--- src/rtl/fir_pkg.sv ---
// fir_pkg: shared types and helpers for fir_filter_mc.
//   state_t      - controller state encoding (IDLE, MAC, OUT)
//   sat_res_t    - result of saturate(): clip flag plus 64-bit clamped value
//   calc_ch_w    - channel tag width, at least one bit
//   calc_acc_w   - accumulator width that cannot overflow over TAPS products
//   saturate     - arithmetic shift (floor) followed by clamp to a signed width
package fir_pkg;

    typedef enum logic [1:0] {
        IDLE = 2'd0,
        MAC  = 2'd1,
        OUT  = 2'd2
    } state_t;

    typedef struct packed {
        logic               sat;
        logic signed [63:0] val;
    } sat_res_t;

    function automatic int calc_ch_w(input int channels);
        return (channels > 1) ? $clog2(channels) : 1;
    endfunction

    function automatic int calc_acc_w(input int data_w, input int coef_w, input int taps);
        return data_w + coef_w + $clog2(taps);
    endfunction

    // The accumulator is sign-extended to 64 bits by the caller, so one
    // function serves every parameterisation (ACC_W and OUT_W up to 63).
    function automatic sat_res_t saturate(input logic signed [63:0] acc,
                                          input int shift,
                                          input int out_w);
        sat_res_t           res;
        logic signed [63:0] r;
        logic signed [63:0] hi;
        logic signed [63:0] lo;
        r  = acc >>> shift;
        hi = (64'sd1 <<< (out_w - 1)) - 64'sd1;
        lo = -(64'sd1 <<< (out_w - 1));
        if (r > hi) begin
            res.sat = 1'b1;
            res.val = hi;
        end else if (r < lo) begin
            res.sat = 1'b1;
            res.val = lo;
        end else begin
            res.sat = 1'b0;
            res.val = r;
        end
        return res;
    endfunction

endpackage

--- src/rtl/fir_mac.sv ---
// fir_mac: registered signed multiply-accumulate.
//   clk, rst_n  - clock, synchronous active-low reset
//   clr_i       - zero the accumulator (wins over en_i)
//   en_i        - add a_i * b_i into the accumulator
//   a_i, b_i    - signed operands
//   acc_o       - accumulator register
module fir_mac #(
    parameter int A_W   = 8,
    parameter int B_W   = 8,
    parameter int ACC_W = 19
) (
    input  logic                    clk,
    input  logic                    rst_n,
    input  logic                    clr_i,
    input  logic                    en_i,
    input  logic signed [A_W-1:0]   a_i,
    input  logic signed [B_W-1:0]   b_i,
    output logic signed [ACC_W-1:0] acc_o
);

    localparam int P_W = A_W + B_W;

    logic signed [P_W-1:0]   prod;
    logic signed [ACC_W-1:0] acc_q, acc_d;

    // Operands widened before the multiply so the product is full precision.
    assign prod = P_W'(a_i) * P_W'(b_i);

    always_comb begin
        acc_d = acc_q;
        if (clr_i) begin
            acc_d = '0;
        end else if (en_i) begin
            acc_d = acc_q + ACC_W'(prod);
        end
    end

    always_ff @(posedge clk) begin
        if (!rst_n) begin
            acc_q <= '0;
        end else begin
            acc_q <= acc_d;
        end
    end

    assign acc_o = acc_q;

endmodule

--- src/rtl/fir_filter_mc.sv ---
// fir_filter_mc: multi-channel FIR with one time-shared MAC.
//   clk, rst_n            - clock, synchronous active-low reset
//   input_data/_channel   - signed sample and its channel tag
//   input_data_flag       - sample valid; consumed when input_ready is high
//   input_ready           - high in IDLE: sample or coefficient write accepted
//   coef_wr/_addr/_data   - coefficient write port (shared by all channels)
//   output_data/_channel  - last result and its channel (held between results)
//   output_data_flag      - one-cycle pulse per result
//   output_sat            - result was clipped, valid with output_data_flag
//
// state | meaning
// IDLE  | waiting for a sample; coefficient writes honoured
// MAC   | one product per cycle, k = 0 .. TAPS-1
// OUT   | shift, saturate and register the result; advance channel pointer
module fir_filter_mc
    import fir_pkg::*;
#(
    parameter int DATA_W    = 8,
    parameter int COEF_W    = 8,
    parameter int TAPS      = 8,
    parameter int CHANNELS  = 2,
    parameter int OUT_W     = 16,
    parameter int OUT_SHIFT = 0,
    localparam int CH_W  = calc_ch_w(CHANNELS),
    localparam int AW    = $clog2(TAPS),
    localparam int ACC_W = calc_acc_w(DATA_W, COEF_W, TAPS)
) (
    input  logic                     clk,
    input  logic                     rst_n,
    input  logic signed [DATA_W-1:0] input_data,
    input  logic        [CH_W-1:0]   input_data_channel,
    input  logic                     input_data_flag,
    output logic                     input_ready,
    input  logic                     coef_wr,
    input  logic        [AW-1:0]     coef_addr,
    input  logic signed [COEF_W-1:0] coef_data,
    output logic signed [OUT_W-1:0]  output_data,
    output logic        [CH_W-1:0]   output_data_channel,
    output logic                     output_data_flag,
    output logic                     output_sat
);

    state_t                   state_q, state_d;
    logic        [AW-1:0]     k_q, k_d;
    logic        [CH_W-1:0]   ch_q, ch_d;
    logic signed [COEF_W-1:0] coef_q [TAPS];
    logic signed [DATA_W-1:0] hist_q [CHANNELS][TAPS];
    logic        [AW-1:0]     ptr_q  [CHANNELS];

    logic                     ch_valid;
    logic                     addr_valid;
    logic                     accept;
    logic                     coef_we;
    logic        [AW-1:0]     tap_idx;
    logic signed [ACC_W-1:0]  acc;
    sat_res_t                 sat_res;
    logic                     unused_sat_bits;

    assign input_ready = (state_q == IDLE);

    // Range checks are only needed when the tag/address width can encode
    // values beyond the channel count or filter length.
    if ((2 ** CH_W) == CHANNELS) begin : g_ch_full
        assign ch_valid = 1'b1;
    end else begin : g_ch_chk
        assign ch_valid = (int'(input_data_channel) < CHANNELS);
    end

    if ((2 ** AW) == TAPS) begin : g_addr_full
        assign addr_valid = 1'b1;
    end else begin : g_addr_chk
        assign addr_valid = (int'(coef_addr) < TAPS);
    end

    // Out-of-range channel tags are consumed (handshake completes) but dropped.
    assign accept  = input_data_flag && input_ready && ch_valid;
    assign coef_we = coef_wr && input_ready && addr_valid;

    // Delay-line tap for product k: (ptr - k) mod TAPS, valid for any TAPS.
    always_comb begin
        if (ptr_q[ch_q] >= k_q) begin
            tap_idx = ptr_q[ch_q] - k_q;
        end else begin
            tap_idx = AW'(int'(ptr_q[ch_q]) + TAPS - int'(k_q));
        end
    end

    always_comb begin
        state_d = state_q;
        k_d     = k_q;
        ch_d    = ch_q;
        case (state_q)
            IDLE: begin
                if (accept) begin
                    state_d = MAC;
                    k_d     = '0;
                    ch_d    = input_data_channel;
                end
            end
            MAC: begin
                if (k_q == AW'(TAPS - 1)) begin
                    state_d = OUT;
                end else begin
                    k_d = k_q + AW'(1);
                end
            end
            OUT: begin
                state_d = IDLE;
            end
            default: begin
                state_d = IDLE;
            end
        endcase
    end

    fir_mac #(
        .A_W   (DATA_W),
        .B_W   (COEF_W),
        .ACC_W (ACC_W)
    ) u_mac (
        .clk   (clk),
        .rst_n (rst_n),
        .clr_i (accept),
        .en_i  (state_q == MAC),
        .a_i   (hist_q[ch_q][tap_idx]),
        .b_i   (coef_q[k_q]),
        .acc_o (acc)
    );

    assign sat_res         = saturate(64'(acc), OUT_SHIFT, OUT_W);
    assign unused_sat_bits = ^sat_res.val;

    always_ff @(posedge clk) begin
        if (!rst_n) begin
            state_q             <= IDLE;
            k_q                 <= '0;
            ch_q                <= '0;
            output_data         <= '0;
            output_data_channel <= '0;
            output_data_flag    <= 1'b0;
            output_sat          <= 1'b0;
            for (int t = 0; t < TAPS; t++) begin
                coef_q[t] <= '0;
            end
            for (int c = 0; c < CHANNELS; c++) begin
                ptr_q[c] <= '0;
                for (int t = 0; t < TAPS; t++) begin
                    hist_q[c][t] <= '0;
                end
            end
        end else begin
            state_q          <= state_d;
            k_q              <= k_d;
            ch_q             <= ch_d;
            output_data_flag <= 1'b0;

            if (coef_we) begin
                coef_q[coef_addr] <= coef_data;
            end

            if (accept) begin
                hist_q[input_data_channel][ptr_q[input_data_channel]] <= input_data;
            end

            if (state_q == OUT) begin
                output_data         <= OUT_W'(sat_res.val);
                output_sat          <= sat_res.sat;
                output_data_channel <= ch_q;
                output_data_flag    <= 1'b1;
                ptr_q[ch_q]         <= (ptr_q[ch_q] == AW'(TAPS - 1)) ? '0
                                                                      : ptr_q[ch_q] + AW'(1);
            end
        end
    end

endmodule

--- config.mk ---
export PLATFORM = sky130hd
export DESIGN_NAME = fir_filter_mc
export DESIGN_NICKNAME = d
export VERILOG_FILES = /design/src/rtl/fir_pkg.sv /design/src/rtl/fir_mac.sv /design/src/rtl/fir_filter_mc.sv
export SDC_FILE = /design/constraint.sdc
export NUM_CORES = 1
export LEC_CHECK = 0
export ABC_AREA = 1
export CORE_UTILIZATION = 55
export CTS_CLUSTER_DIAMETER = 60
export DETAILED_ROUTE_END_ITERATION = 12
export PLACE_DENSITY = 0.76
export SLEW_MARGIN = 20
export SYNTH_ARGS = -nofsm -noshare
export SYNTH_HDL_FRONTEND = slang
export SYNTH_SLANG_ARGS = --single-unit
--- constraint.sdc ---
create_clock -name clk -period 20.5 [get_ports clk]
set_input_delay 3.075 -clock clk [delete_from_list [all_inputs] [get_ports clk]]
set_output_delay 3.075 -clock clk [all_outputs]
set_load 0.05 [all_outputs]
After elaboration in Yosys (flattened, before gate mapping) --
Memory sizes are Yosys's and may differ from the RTL's. A register that Yosys moved wholly into a read port is not among the register bits. Index checks and enable logic that the tools add are counted.
Cells by class: multiplexer cells 40, multipliers 1, reduce and logical (&&, ||, !) cells 12, eq/ne operators 7, $lt $le $gt $ge 6, add/subtract/negate cells 6, bitwise operators 3
Operators with widths (count):
- 2-to-1 mux 64 bit | 3
- 2-to-1 mux 65 bit | 2
- OR reduction 64 bit | 1
- 2-to-1 mux 8 bit | 4
- binary-select mux 8 bit (select 3 bit) | 1
- demux 8 bit (select 3 bit) | 1
- 2-to-1 mux 3 bit | 8
- adder 19 x 16 -> 19 bit | 1
- greater-than comparator 19 x 16 -> 1 bit (second input constant) | 1
- < comparator 19 x 16 -> 1 bit (second input constant) | 1
- 2-to-1 mux 1 bit | 17
- multiplier 8 x 8 -> 16 bit | 1
- adder 3 x 1 -> 3 bit (second input constant) | 3
- greater-or-equal comparator 4 bit (second input constant) | 2
- NOT 3 -> 4 bit | 2
- OR reduction 8 bit | 1
- == test 3 bit (second input constant) | 2
- one-hot mux 3 bit (2 select lines) | 1
- subtractor 3 bit | 2
- < comparator 4 x 1 -> 1 bit (second input constant) | 1
- 2-to-1 mux 2 bit | 2
- inequality test 2 bit (second input constant) | 2
- one-hot mux 2 bit (2 select lines) | 1
- AND reduction 2 bit | 2
- other kinds (11) | 13
Word-level totals: memories kept 3, flip-flop bits (word level) 44, output and inout port bits 20, memory bits (writable) 198, word-level logic and storage cells 86
Memories:
- hist_q | words 2, bits a word 64, rd ports 1, clocked after Yosys merged registers in 1, wr ports 2, RTL line fir_filter_mc.sv:47 | logic signed [DATA_W-1:0] hist_q [CHANNELS][TAPS];
- coef_q | words 8, bits a word 8, rd ports 1, clocked after Yosys merged registers in 1, wr ports 8, RTL line fir_filter_mc.sv:46 | logic signed [COEF_W-1:0] coef_q [TAPS];
- ptr_q | words 2, bits a word 3, rd ports 2, clocked after Yosys merged registers in 1, wr ports 2, RTL line fir_filter_mc.sv:48 | logic [AW-1:0] ptr_q [CHANNELS];

Depth between registers and ports, before layout --
Gate-level depths: netlist (run 1).
depth in word-level cells 9, gate-level depth with buffers 38

Modules after synthesis --
Synthesis (run 1) repeated with hierarchy kept, for this count alone.
Second synthesis, totals: cell total of the unflattened synthesis 1696, area, all modules 14744.1 um^2
By module, submodules not included:
- fir_filter_mc | times used 1, cells each 1124, area an instance 10361.2 um^2
- fir_mac | times used 1, cells each 572, area an instance 4383.0 um^2

Worst setup path before layout (run 1) --
No wires, ideal clock.
path type register -> register, start point register with a tool-made name, end point register u_mac.acc_q[18], in the netlist u_mac.acc_o[18], setup time 109 ps, arrival 6418 ps, clock period less this slack 6527 ps, path slack 13973 ps, stages on the path, launching flop included 31, data required time 20391 ps, path buffers 4, cell sequence dfxtp_1 > buf_4 > buf_6 > buf_2 > o21ai_0 > inv_1 > ha_1 > inv_1 > fa_1 > inv_1 > clkbuf_1 > o211ai_2 > a21oi_1 > fa_1 > fa_1 > fa_1 > inv_1 > fa_1 > inv_1 > ha_1 > ha_1 > nand2_1 > nor2_1 > and2_1 > nand2_1 > nand2_1 > inv_1 > nand2_1 > nand3_1 > nand2_1 > inv_1
RTL lines:
- to (signal assigned) | RTL line fir_mac.sv:40 | acc_q <= '0;
- to (signal assigned) | RTL line fir_mac.sv:42 | acc_q <= acc_d;
- to (decl) | RTL line fir_mac.sv:24 | logic signed [ACC_W-1:0] acc_q, acc_d;

==> metrics, run 1 <==
IO Count=44; Crit path top cell by count=nand2_1; # diodes=0; final count of negative-setup-slack endpoints=0; detailed-route via count=10,560; post-DP HPWL=24,830 um; first-pass GRT wire length=55,750 um; top post-synthesis cells by area=edfxtp_1 41%, fa_1 12%, nand2_1 8.7%; CP top delay family=adder cells; Num CTS Buffers=27; setup TNS=0 ns; clock-pin transition on the worst setup and hold timing paths=0.06 ns; Slew headroom=29.42%; Horiz. Die Dim=164.0 um; DR DRC count=0; CTS-repair resized insts=0; Req. time, crit path=20.96 ns; pin count of the biggest net entering global routing=71; Final Slew Violations=0; area delta synth->final=10.19%; CP Depth=33; Reg area=6908 um2; Async S/R FF share, synth=0%; Synth Flop Type=edfxtp_1; crit path to=u_mac.acc_o[18]; TritonRoute pass-1 iters=6; min Tclk post-route=7.460 ns; TritonCTS clock tree=done; I/O Buffers=43; Die Ht=164.0 um; syn avg cell area=9.399 um2; CTS Root Cell=clkbuf_16; Post CTS Setup Buffer Count=0; synthesis warning total=0; CP Class=flop to flop; multi-input logic area=6444 um2; status=finished, final reports clean; CTS H-tree lvls=1; Placer Congestion=0.9719; CP max stage delay=0.58 ns; Nets=1,721; Cell variety after synth=48; post-synth top area share=41.19%; final setup skew=0.01442 ns; Yosys reg bits=246; Final Hold Viols=0; kind of end point of the critical path=flop; Hold Crit Class=flop to flop; Core Box Area=25,470 um2; synthesized area=14,440 um2; worst-path fanout max=70; Mapped Cells=1,536; RSZ-0062 raised after global routing=false; Clk Latency, worst-skew pair=0.56 ns; worst r2r dst=u_mac.acc_o[18]; Period Utilization, post-route=36.39%; Buf+Inv Stages, Crit Path=8; Core Rows=58; vias in the first global route=10,520; R2R Setup Slk=13.04 ns; fin util=62.45%; Cells after DPL=1,864; initial antenna violation count=0; worst reg-to-reg path cell count=33; post-synth top area cell=edfxtp_1; fill cell count=2,078; WL per Instance=18.22 um; Fmax=134.1 MHz; overall routing resource usage=27.26%; post-synth net total=1,694; layout cells sized above 1=6.503%; final wirelength=34,880 um; critical path arrival=7.92 ns; CP Launch Type=flop; antenna-violating nets left=0; sequential area share after synthesis=47.84%; Sink Count=246; initial core utilization=56.68%; Slowest-stage cell, CP=buf_4; final cell count without fillers=1,914; die area=26,900 um2; Detailed Route Iter0 Violations=1,026; worst slew pin tran=1.058 ns; vias per cell=5.517; CTS Hold Bufs=0; CTS Buffer Depth=3; number of max-cap violations=0; total grt overflow=0; number of flops mapped to enable cells by yosys=198
-- synth_stat cells (2+ instances only) --
cell,number
o211ai_2,2
nor2_1,253
a32o_1,14
buf_6,8
a22oi_1,10
buf_2,23
o21ai_1,5
nor2_4,3
or2_1,2
nor3_1,2
inv_2,15
o21ai_2,4
nor2_2,4
nand4_1,3
o211ai_1,5
nand3_4,5
buf_4,4
nand3_1,46
nand2_2,11
inv_1,193
ha_1,49
nand3b_1,2
fa_1,85
edfxtp_1,198
dfxtp_1,48
xor2_1,6
nand2_1,333
o21ai_0,63
clkbuf_1,15
a21oi_1,101
o22ai_1,4
and2_1,2
nand3_2,3
-- worst reg2reg max path, delay by kind of cell (launching register included) --
kind	cells	cell delay, ns
AO/OA/AOI/OAI	3	0.56
AND/OR/NAND/NOR	15	1.51
adder cells (fa/ha/maj)	7	3.27
buffers and inverters	8	1.72
flip-flops	1	0.32
-- area by class of cell --
| class | count | share of cell area [%] |
|---|---|---|
| inverters | 210 | 4.971 |
| well taps | 330 | 2.596 |
| flip-flops and latches | 246 | 43.42 |
| clock buffers | 40 | 4.877 |
| repair buffers | 49 | 2.989 |
| clock inverters | 10 | 0.6371 |
| multi-input cells | 1029 | 40.51 |
-- state kept, by name, summed over array words and instances, names as in the netlist, named ones only --
register and count:
output_sat 1, ch_q 1, ptr_q 6, u_mac.acc_o 19, output_data_flag 1, coef_q 64
state_q 2, k_q 3, output_data_channel 1, output_data 16, hist_q 128
-- kinds of logic (layout without fill, tap and decap cells) --
group,count (synthesis),in the layout,share of synthesized area [%]
AO/OA/AOI/OAI,213,213,8.537
XOR/XNOR,9,9,0.7281
adder cells (fa/ha/maj),134,134,16.03
buffers and inverters,261,309,7.523
flip-flops,246,246,47.84
AND/OR/NAND/NOR,673,673,19.34
-- through the flow --
stage | area (um2) | setup WS, ns | hold slack, ns
floorplan | 14440 | 13.97 | 0.4508
global placement | 15030 | 13.24 | 0.4569
detailed placement | 15030 | 13.15 | 0.4577
CTS | 15910 | 13.10 | 0.4687
global route | 15910 | 12.45 | 0.4884
finish | 15910 | 13.04 | 0.4671
-- worst min path at each step --
stage / from / endpoint / slack, ns / depth (start not counted)
detailed placement: output_data[4] / output_data[4] / 0.46 / 2
finish: output_data[5] / output_data[5] / 0.47 / 2
CTS: output_data[4] / output_data[4] / 0.47 / 2
floorplan: u_mac.acc_o[1] / u_mac.acc_o[1] / 0.45 / 2
global route: output_data[14] / output_data[14] / 0.49 / 2
global placement: output_data[5] / output_data[5] / 0.46 / 2
-- per-layer routing --
| metal | vias to the layer above | wire (um) | global-route usage, % |
|---|---|---|---|
| li1 | 5040 | - | - |
| met1 | 5064 | 14290 | 36.38 |
| met4 | 0 | 975 | 8.081 |
| met5 | - | 0 | 0 |
| met2 | 385 | 17170 | 46.26 |
| met3 | 71 | 2446 | 3.889 |
-- placed cells by master, fill, tap and decap left out, types with 4 or more instances in the layout --
cell type,count
edfxtp_1,198
a32o_1,14
clkdlybuf4s50_1,43
o22ai_1,4
o21ai_2,4
nor2_1,253
clkbuf_1,9
dfxtp_1,47
xor2_1,6
clkinv_2,5
inv_2,15
nand2_1,333
o21ai_0,63
o21ai_1,5
nor2_2,4
fa_1,85
nand3_1,46
a22oi_1,10
nand3_4,5
a21oi_1,101
o211ai_1,5
buf_4,6
nand2_2,11
ha_1,49
clkbuf_16,28
inv_1,193
Power of run 1 is left out: the tool's default activity adds up to more than one toggle a clock period on the data nets, which glitch-free logic cannot reach.
==> inputs of run 2 (changes only) <==
- PLACE_DENSITY: 0.76 -> 0.78
- clock period: 20.5 -> 6.81 ns (I/O delays scaled with it)
==> run 2 against run 1 <==
- critical path depth down 4
- final cell count is 0.16% higher
- non-clock buffer count grew 5
- routed wire length increased by 0.50%
- die area unchanged
- hold slack improved by 0.0038 ns
- via count rose by 2.3%
- sequential cell count did not move
- setup slack lost 13 ns
- clock skew is 0.013 ns higher
- highest routed layer unchanged
==> metrics, run 2 (same netlist as run 1, synthesis figures left out) <==
kind of end point of the critical path=flop; Hold Crit Class=flop to flop; RSZ-0062 raised after global routing=true; Num CTS Buffers=26 (-3.7%); DR DRC count=0 (unchanged); CTS H-tree lvls=1 (unchanged); IO Count=44 (unchanged); overall routing resource usage=27.26% (about the same); CTS-repair resized insts=0 (unchanged); Final Slew Violations=0 (unchanged); Slowest-stage cell, CP=fa_1; setup TNS=0 ns (unchanged); Core Box Area=25,470 um2 (unchanged); fin area=15,980 um2 (+0.45%); pre-CTS setup slack=0.3302 ns (-12.82 ns); antenna-violating nets left=0 (unchanged); pin count of the biggest net entering global routing=65 (-8.5%); I/O Buffers=43 (unchanged); # diodes=0 (unchanged); CP Class=flop to flop; CTS Hold Bufs=0 (unchanged); Placer Congestion=0.9502 (-2.2%); initial antenna violation count=0 (unchanged); final setup skew=0.02768 ns (+0.01326 ns); total grt overflow=0 (unchanged); Slew headroom=32.50% (+3.1 points); die area=26,900 um2 (unchanged); first-pass GRT wire length=56,520 um (+1.4%); Horiz. Die Dim=164.0 um (unchanged); TritonCTS clock tree=done; most frequent cells in the layout=333 x nand2_1, 253 x nor2_1, 198 x edfxtp_1; Final Hold Viols=0 (unchanged); worst slew pin tran=1.013 ns (-0.04504 ns); worst-path fanout max=22 (-69%); WL per Instance=18.29 um (+0.34%); CP max stage delay=0.55 ns (-0.03 ns); vias per cell=5.637 (+2.2%); number of max-cap violations=0 (unchanged); area delta synth->final=10.69%; critical path arrival=6.93 ns (-0.99 ns); Die Ht=164.0 um (unchanged); CP Launch Type=flop; detailed-route via count=10,810 (+2.3%); Req. time, crit path=7.25 ns (-13.71 ns); hold slack=0.4709 ns (+0.003824 ns); CP top delay family=adder cells; final wirelength=35,060 um (+0.50%); Placed Area=15,070 um2 (+0.25%); clock-pin transition on the worst setup and hold timing paths=0.06 ns (about the same); largest reg by FF count=hist_q; status=finished, final reports clean; min Tclk post-route=6.494 ns (-0.9656 ns); Sink Count=246 (unchanged); Fmax=154.0 MHz (+15%); Core Rows=58 (unchanged); Crit path top cell by count=inv_1; post-DP HPWL=25,020 um (+0.76%); setup ws final=0.3157 ns (-12.72 ns); commonest non-fill, non-tap cell in the layout=nand2_1; layout cells sized above 1=6.994% (+0.49 points); Nets=1,725 (+0.23%); Clk Latency, worst-skew pair=0.55 ns (about the same); initial core utilization=56.68% (unchanged); CTS Buffer Depth=3 (unchanged); vias in the first global route=10,980 (+4.3%); Buf+Inv Stages, Crit Path=8 (unchanged); CTS Root Cell=clkbuf_16; Post CTS Setup Buffer Count=0 (unchanged); Period Utilization, post-route=95.36% (+59 points); final count of negative-setup-slack endpoints=0 (unchanged); Largest register FFs=128 (unchanged); TritonRoute pass-1 iters=5 (-1); Detailed Route Iter0 Violations=910 (-11%)
run 2: changes by cell type in the layout (fill, tap and decap cells not counted), sizes merged:
cell,delta
clkbuf,-2
clkinv,+1
buf,+5
inv,-1
run 2: path summary, 6_finish.rpt:
check,cells after the start,startpoint,to,slack [ns]
min,2,output_data[6],output_data[6],0.47
max,29,ptr_q[0][0],u_mac.acc_o[18],0.32
max reg2reg,29,ptr_q[0][0],u_mac.acc_o[18],0.32
min reg2reg,2,output_data[6],output_data[6],0.47
run 2: layout make-up:
| type | instances | area, um2 |
|---|---|---|
| timing repair buffer | 54 | 513.0 |
| multi-input combinational | 1029 | 6444 |
| clock inverter | 10 | 110.1 |
| clock buffer | 38 | 798.3 |
| tap | 330 | 412.9 |
| sequential | 246 | 6908 |
| inverter | 210 | 793.3 |
| fill | 2035 | 9493 |
run 2: worst min-delay path, stage by stage (launching register included):
cell	delay (ns)
dfxtp_1	0.31
nand2_1	0.06
a21oi_1	0.05
run 2: metal layers:
metal / global-route usage, % / vias up / part of all wire, %
met5: 0 / - / 0
met4: 9.680 / 0 / 3.1
met3: 3.081 / 81 / 6.7
met2: 46.78 / 433 / 50
met1: 35.83 / 5252 / 41
li1: - / 5041 / -
run 2: through the flow:
| stage | instances | util (%) |
|---|---|---|
| final | 1917 | 62.73 |
| after global placement | 1869 | 59.16 |
| after CTS | 1917 | 62.72 |
| after global routing | 1917 | 62.73 |
| after detailed placement | 1869 | 59.16 |
| after floorplan | 1536 | - |
Power of run 2 is left out for the same reason.
